<file path="config.mk">
export PLATFORM = sky130hd
export DESIGN_NAME = debounce_multi
export DESIGN_NICKNAME = d
export VERILOG_FILES = /design/src/rtl/debounce_multi.sv
export SDC_FILE = /design/constraint.sdc
export NUM_CORES = 1
export LEC_CHECK = 0
export CAP_MARGIN = 15
export CORE_MARGIN = 10
export CORE_UTILIZATION = 24
export DETAILED_ROUTE_END_ITERATION = 8
export PLACE_DENSITY_LB_ADDON = 0.15
export SYNTH_ARGS = -nofsm -noshare
export SYNTH_HDL_FRONTEND = slang
export SYNTH_SLANG_ARGS = --single-unit
</file>
<file path="constraint.sdc">
create_clock -name clk -period 2.5 [get_ports clk]
set_input_delay 0.375 -clock clk [delete_from_list [all_inputs] [get_ports clk]]
set_output_delay 0.375 -clock clk [all_outputs]
set_load 0.02 [all_outputs]
</file>
<file path="src/rtl/debounce_multi.sv">
// N-channel switch debouncer: per-channel synchroniser, shared tick
// prescaler, stable-tick FSM, registered level plus rise/fall strobes.
module debounce_multi #(
  parameter int CH           = 4,
  parameter int TICK_DIV     = 500000,
  parameter int STABLE_TICKS = 3,
  parameter int SYNC_STAGES  = 2
) (
  input  logic          clk,
  input  logic          reset_n,
  input  logic [CH-1:0] sw,
  output logic [CH-1:0] db,
  output logic [CH-1:0] rise,
  output logic [CH-1:0] fall,
  output logic          tick
);

  localparam int CW = (TICK_DIV > 1) ? $clog2(TICK_DIV) : 1;
  localparam int TW = $clog2(STABLE_TICKS + 1);

  localparam logic [CW-1:0] CNT_MAX = CW'(TICK_DIV - 1);
  localparam logic [TW-1:0] T_LAST  = TW'(STABLE_TICKS - 1);

  // State bit 1 doubles as the debounced level.
  localparam logic [1:0] S0 = 2'b00;
  localparam logic [1:0] W1 = 2'b01;
  localparam logic [1:0] S1 = 2'b10;
  localparam logic [1:0] W0 = 2'b11;

  logic [CW-1:0] cnt;
  logic [CW-1:0] cnt_nxt;

  assign cnt_nxt = (cnt == CNT_MAX) ? '0 : cnt + 1'b1;

  // Tick is aligned with the cycle in which cnt reads its last value.
  always_ff @(posedge clk or negedge reset_n) begin
    if (!reset_n) begin
      cnt  <= '0;
      tick <= 1'b0;
    end else begin
      cnt  <= cnt_nxt;
      tick <= (cnt_nxt == CNT_MAX);
    end
  end

  for (genvar i = 0; i < CH; i++) begin : g_ch
    logic [SYNC_STAGES-1:0] sync_q;
    logic                   s;
    logic [1:0]             st;
    logic [1:0]             st_nxt;
    logic [TW-1:0]          tcnt;
    logic [TW-1:0]          tcnt_nxt;
    logic                   r_nxt;
    logic                   f_nxt;
    logic                   db_q;
    logic                   rise_q;
    logic                   fall_q;

    assign s = sync_q[SYNC_STAGES-1];

    always_comb begin
      st_nxt   = st;
      tcnt_nxt = tcnt;
      r_nxt    = 1'b0;
      f_nxt    = 1'b0;
      case (st)
        S0: begin
          if (s) begin
            st_nxt   = W1;
            tcnt_nxt = '0;
          end
        end
        W1: begin
          if (!s) begin
            st_nxt = S0;
          end else if (tick) begin
            tcnt_nxt = tcnt + 1'b1;
            if (tcnt == T_LAST) begin
              st_nxt = S1;
              r_nxt  = 1'b1;
            end
          end
        end
        S1: begin
          if (!s) begin
            st_nxt   = W0;
            tcnt_nxt = '0;
          end
        end
        W0: begin
          if (s) begin
            st_nxt = S1;
          end else if (tick) begin
            tcnt_nxt = tcnt + 1'b1;
            if (tcnt == T_LAST) begin
              st_nxt = S0;
              f_nxt  = 1'b1;
            end
          end
        end
        default: begin
          st_nxt   = S0;
          tcnt_nxt = '0;
        end
      endcase
    end

    always_ff @(posedge clk or negedge reset_n) begin
      if (!reset_n) begin
        sync_q <= '0;
        st     <= S0;
        tcnt   <= '0;
        db_q   <= 1'b0;
        rise_q <= 1'b0;
        fall_q <= 1'b0;
      end else begin
        sync_q <= {sync_q[SYNC_STAGES-2:0], sw[i]};
        st     <= st_nxt;
        tcnt   <= tcnt_nxt;
        db_q   <= st_nxt[1];
        rise_q <= r_nxt;
        fall_q <= f_nxt;
      end
    end

    assign db[i]   = db_q;
    assign rise[i] = rise_q;
    assign fall[i] = fall_q;
  end

endmodule

</file>
==> results of run 1 <==
## worst paths after layout
path	cells after the start	from	end	slack, ns
setup / recovery	6	cnt[0]$_DFF_PN0_	tick$_DFF_PN0_	0.39
hold / removal	2	reset_n	g_ch[1].fall_q$_DFF_PN0_	0.17
setup reg to reg	6	cnt[0]$_DFF_PN0_	tick$_DFF_PN0_	0.39
hold reg to reg	0	g_ch[2].sync_q[0]$_DFF_PN0_	g_ch[2].sync_q[1]$_DFF_PN0_	0.35
max in group asynchronous	2	reset_n	cnt[16]$_DFF_PN0_	1.87
min in group clk	0	g_ch[2].sync_q[0]$_DFF_PN0_	g_ch[2].sync_q[1]$_DFF_PN0_	0.35
## through the flow
stage	instance area [um^2]	util (%)	hold WS, ns
2_1_floorplan	2450	-	0.0794
3_3_place_gp	2700	27.4	0.332
3_5_place_dp	2700	27.4	0.336
4_1_cts	2830	28.7	0.215
5_1_grt	2830	28.7	0.237
6_report	2830	28.7	0.174
## cells by family (layout without fill, tap and decap cells)
| logic type | Yosys count | after routing |
|---|---|---|
| fa+ha+maj | 5 | 5 |
| compound gates | 23 | 23 |
| buf+inv | 28 | 39 |
| mux | 9 | 9 |
| flops | 52 | 52 |
| xor+xnor | 20 | 20 |
| simple gates | 77 | 77 |
## synthesized netlist by cell type (all sizes together) (5+ instances only)
master | instances | area (um^2)
inv | 10 | 37.5
mux2i | 5 | 50.1
nand2 | 8 | 30.0
a22o | 8 | 70.1
nand3 | 12 | 72.6
nor4 | 7 | 65.1
and3 | 6 | 40.0
xor2 | 8 | 70.1
a31oi | 6 | 37.5
nand4 | 5 | 37.5
dfrtp | 52 | 1300
nor2 | 14 | 52.6
buf | 14 | 100
nand2b | 5 | 31.3
nor3b | 9 | 67.6
ha | 5 | 62.6
xnor2 | 12 | 105
## final cells by class
cell class | count | area, um^2 | area share (%)
Clock buffer | 5 | 68.8 | 2.43
Clock inverter | 2 | 60.1 | 2.12
Inverter | 10 | 37.5 | 1.33
Multi-Input combinational cell | 134 | 993 | 35.1
Sequential cell | 52 | 1300 | 45.9
Tap cell | 133 | 166 | 5.87
Timing Repair Buffer | 22 | 205 | 7.24
## per-layer routing
layer | wire length (um) | part of all wire, % | vias up
met1 | 2150 | 48 | 760
met4 | 62 | 1.4 | 0
li1 | - | - | 764
met5 | 0 | 0 | -
met3 | 192 | 4.3 | 6
met2 | 2040 | 46 | 14
## power breakdown
part | leakage (nW) | total (W) | switching (W) | internal, W
combinational | 0.450 | 0.0000329 | 0.0000210 | 0.0000119
sequential | 0.684 | 0.000858 | 0.00000738 | 0.000850
clock | 0.0642 | 0.000674 | 0.000280 | 0.000394
## flip-flops by register name, indices dropped and copies added (netlist names), named ones only
signal	count
cnt	19
g_ch.fall_q	4
g_ch.rise_q	4
g_ch.st	4
g_ch.sync_q	8
g_ch.tcnt	8
tick	1
## worst reg2reg max path: stages (launching register included)
cell       delay (ns)
dfrtp_1          0.42
ha_1             0.26
nand4_2          0.19
or3_4            0.48
o31a_2           0.37
o2111ai_1        0.22
nor4_2           0.07
==> flow_summary.yaml, run 1 <==
global_route:
  gr-total-overflow: 0
  grt.met2_usage_pct: 10.4
  antenna_found_initial: 0
  grt_max_degree: 53
  grt_pass1_wl_um: 7890
  grtUsageMet1_pct: 8.27
  grt_usage_pct: 6.58
  busiest_layer: "met2"
  grt_util_met3_pct: 2.09
  grt_pass1_vias: 1602
final_layout:
  layout.nets: 236
  antenna_cells: 0
  syn_to_final_growth_pct: 15.7
  drive_above_1_share_pct: 13.3
  final_cells: 358
  fillerInstances: 1033
  mostFrequentLayoutCells: "dfrtp_1, clkdlybuf4s50_1, nor2_1"
  mostFrequentLayoutCell: "dfrtp_1"
clock_network:
  clock-root-buffer: "clkbuf_8"
  cts.repair.resized: 0
  cts_tree: "yes"
  h-tree-depth: 2
  path_clk_slew_ns: 0.10
  cts_max_path_buffers: 2
  ctsHoldBuffers: 0
  cts_num_sinks: 52
  clock_latency_ns: 0.30
  cts_made_buffers: 5
  cts_setup_buffers: 0
route:
  dr.pass1.iters: 4
  drc: 0
  wire_per_inst_um: 12.4
  antenna_left: 0
  drt-total-wl_um: 4450
  drt_iter0_markers: 98
  vias: 1544
  vias_per_cell: 4.31
power:
  total_power_w: 0.00156
  power_leakage_nw: 1.20
  powerDensity_nw_per_um2: 552
  peakVddDrop_mv: 0.218
sta:
  fin_crit_ns: 2.11
  finalSetupTns_ns: 0
  slew_headroom_pct: 55.8
  maxSlewViolCount: 0
  hold_violations: 0
  post-route-period-util_pct: 84.4
  finalSetupViolCount: 0
  fin_ws_ns: 0.391
  rsz0062_at_grt: "no"
  worst_slew_pin_slew_ns: 0.664
  fmax_mhz: 474
  skew_ns: 0.0121
status:
  outcome: "completed"
logic_synthesis:
  synth_compound_area_share_pct: 7.31
  ys_seq_area_share_pct: 53.2
  synth_top_family_by_area: "simple AND/OR/NAND/NOR gates"
  synth-seq-cells: 52
  async_flop_share_pct: 100
  yosys_warnings: 0
  syn_nets: 225
  synth_simple_gate_area_share_pct: 19.7
  synth_mux_area_share_pct: 3.89
  yosys.area_share.xor_xnor_pct: 7.16
  synth_top_flop_cell: "dfrtp_1"
  syn_avg_cell_area_um2: 11.4
  syn_area_um2: 2450
  syn_inst: 214
  synth_edf_count: 0
  synthAdderAreaFrac_pct: 2.56
  synth_cell_type_count: 40
die:
  die_w_um: 121
  die_h_um: 121
  core_area_um2: 9860
  dieArea_um2: 14600
  std_cell_rows: 36
  io_pins: 19
  start_util_pct: 24.8
critical_path:
  crit_chain: "ha_1 > nand4_2 > or3_4 > o31a_2 > o2111ai_1 > nor4_2"
  crit_family: "simple AND/OR/NAND/NOR gates"
  slowest_delay_ns: 0.48
  cp.arrival_ns: 2.30
  cp_data_required_time_ns: 2.69
  path_buf_inv: 0
  crit_type: "reg -> reg"
  end_kind: "flop"
  start_kind: "flop"
  cpMaxStageDelayCell: "or3_4"
  worstPathMaxFanout: 6
min_path:
  min_path_type: "in -> async"
job:
  cap_violations: 0
placed_design:
  dp_hpwl_um: 3190
  place_ws_ns: 0.396
  portBuffers: 18
  placedCellCount: 351
  gp_congestion: 0.739
Note: power is estimated with default switching activity, not from simulation.
==> run 2: changes to the inputs <==
==> constraint.sdc (replaced) <==
create_clock -name clk -period 2 [get_ports clk]
set_input_delay 0.3 -clock clk [delete_from_list [all_inputs] [get_ports clk]]
set_output_delay 0.3 -clock clk [all_outputs]
set_load 0.02 [all_outputs]
==> run 2 against run 1 <==
Wire length increased by 5.6%. Cell count up 2.8%. Sequential share of layout area is 0.78 points lower. Die area unchanged. Utilization rose by 0.49 points. Sequential cell count did not move. Maximum frequency is 9.9% higher. Power increased by 10%. Global-route usage grew 0.27 points. Non-clock buffer count rose by 9.
==> flow_summary.yaml, run 2 (synthesized netlist as in run 1, its figures left out) <==
sta:
  rsz0062_at_grt: "no"
  finalSetupViolCount: 0
  maxSlewViolCount: 0
  fmax_mhz: 521
  post-route-period-util_pct: 95.9
  hold_violations: 0
  worst_slew_pin_slew_ns: 0.502
  fin_crit_ns: 1.92
  slew_headroom_pct: 66.6
  finalSetupTns_ns: 0
  skew_ns: 0.0131
route:
  vias: 1557
  wire_per_inst_um: 12.8
  vias_per_cell: 4.23
  drc: 0
  drt_iter0_markers: 94
  antenna_left: 0
  drt-total-wl_um: 4690
  dr.pass1.iters: 4
final_layout:
  largest_reg_flops: 19
  layout.nets: 245
  mostFrequentLayoutCells: "dfrtp_1, clkdlybuf4s50_1, nor2_1"
  final_cells: 368
  top_register: "cnt"
  drive_above_1_share_pct: 16.6
  reg.largest.list: "cnt: 19 flops, g_ch.sync_q: 8 flops, g_ch.tcnt: 8 flops"
  stdcell_area_um2: 2880
  fillerInstances: 1012
  final_util_pct: 29.2
  syn_to_final_growth_pct: 17.7
  antenna_cells: 0
  mostFrequentLayoutCell: "dfrtp_1"
placed_design:
  placedCellCount: 359
  gp_congestion: 0.724
  portBuffers: 18
  dp_hpwl_um: 3380
  place_area_um2: 2780
die:
  start_util_pct: 24.8
  die_h_um: 121
  core_area_um2: 9860
  dieArea_um2: 14600
  std_cell_rows: 36
  io_pins: 19
  die_w_um: 121
status:
  outcome: "completed"
global_route:
  antenna_found_initial: 0
  grt_max_degree: 33
  grt_usage_pct: 6.85
  grt_pass1_vias: 1638
  gr-total-overflow: 0
  grt_pass1_wl_um: 8150
clock_network:
  cts_tree: "yes"
  cts_setup_buffers: 0
  h-tree-depth: 2
  cts_made_buffers: 5
  path_clk_slew_ns: 0.10
  cts_max_path_buffers: 2
  clock_latency_ns: 0.31
  cts_num_sinks: 52
  clock-root-buffer: "clkbuf_8"
critical_path:
  start_kind: "flop"
  end_kind: "flop"
  cp_data_required_time_ns: 2.22
  worstPathMaxFanout: 7
  crit_type: "reg -> reg"
  cp.arrival_ns: 2.14
power:
  total_power_w: 0.00172
  power_leakage_nw: 1.22
  peakVddDrop_mv: 0.241
  powerDensity_nw_per_um2: 597
min_path:
  min_path_type: "reg -> reg"
job:
  cap_violations: 0
run 2: worst max-delay path: stages, from the launching register on:
cell,delay (ns)
dfrtp_1,0.52
nand3_4,0.14
nor4_1,0.38
buf_4,0.21
mux2i_1,0.21
a31oi_1,0.12
nor4_2,0.27
run 2: final timing paths:
| kind | start | to | slack [ns] | cells after the start |
|---|---|---|---|---|
| worst min-delay path | g_ch[2].sync_q[0]$_DFF_PN0_ | g_ch[2].sync_q[1]$_DFF_PN0_ | 0.35 | 0 |
| worst max-delay path | cnt[5]$_DFF_PN0_ | tick$_DFF_PN0_ | 0.08 | 6 |
| min in group asynchronous | reset_n | g_ch[1].rise_q$_DFF_PN0_ | 0.48 | 2 |
| worst max register to register | cnt[5]$_DFF_PN0_ | tick$_DFF_PN0_ | 0.08 | 6 |
| worst min register to register | g_ch[2].sync_q[0]$_DFF_PN0_ | g_ch[2].sync_q[1]$_DFF_PN0_ | 0.35 | 0 |
| max in group asynchronous | reset_n | g_ch[2].sync_q[0]$_DFF_PN0_ | 0.97 | 3 |
run 2: where the power goes:
| part | leakage, nW | switching (W) | internal, W |
|---|---|---|---|
| Sequential | 0.684 | 0.00000959 | 0.00106 |
| Combinational | 0.499 | 0.0000274 | 0.0000188 |
| Clock | 0.0414 | 0.000353 | 0.000250 |
| Total | 1.22 | 0.000390 | 0.00133 |
run 2: layer usage:
| layer | vias to the layer above | GRT usage (%) | share of wire [%] |
|---|---|---|---|
| met1 | 755 | 8.65 | 48 |
| li1 | 780 | - | - |
| met5 | - | 0 | 0 |
| met3 | 6 | 2.14 | 3.9 |
| met4 | 0 | 2.49 | 1.7 |
| met2 | 16 | 10.7 | 46 |
run 2: area by class of cell:
cell class	instances	area (um^2)	area share, %
Tap cell	133	166	5.78
Inverter	10	37.5	1.30
Multi-Input combinational cell	134	1000	34.7
Clock inverter	2	16.3	0.564
Sequential cell	52	1300	45.2
Clock buffer	6	72.6	2.52
Timing Repair Buffer	31	288	9.99
run 2: what timing repair did:
item                                   CTS  global route
endpoints found under the hold margin   20             0
hold buffers                             1             0
setup endpoints to repair                0             1
gates resized for setup                  0             1
run 2: through the flow:
stage | setup slack (ns) | hold slack (ns)
after floorplan | 0.0624 | 0.00441
after global placement | 0.0978 | 0.304
after detailed placement | 0.0930 | 0.302
after CTS | 0.0850 | 0.359
after global routing | 0.0102 | 0.367
final | 0.0813 | 0.355
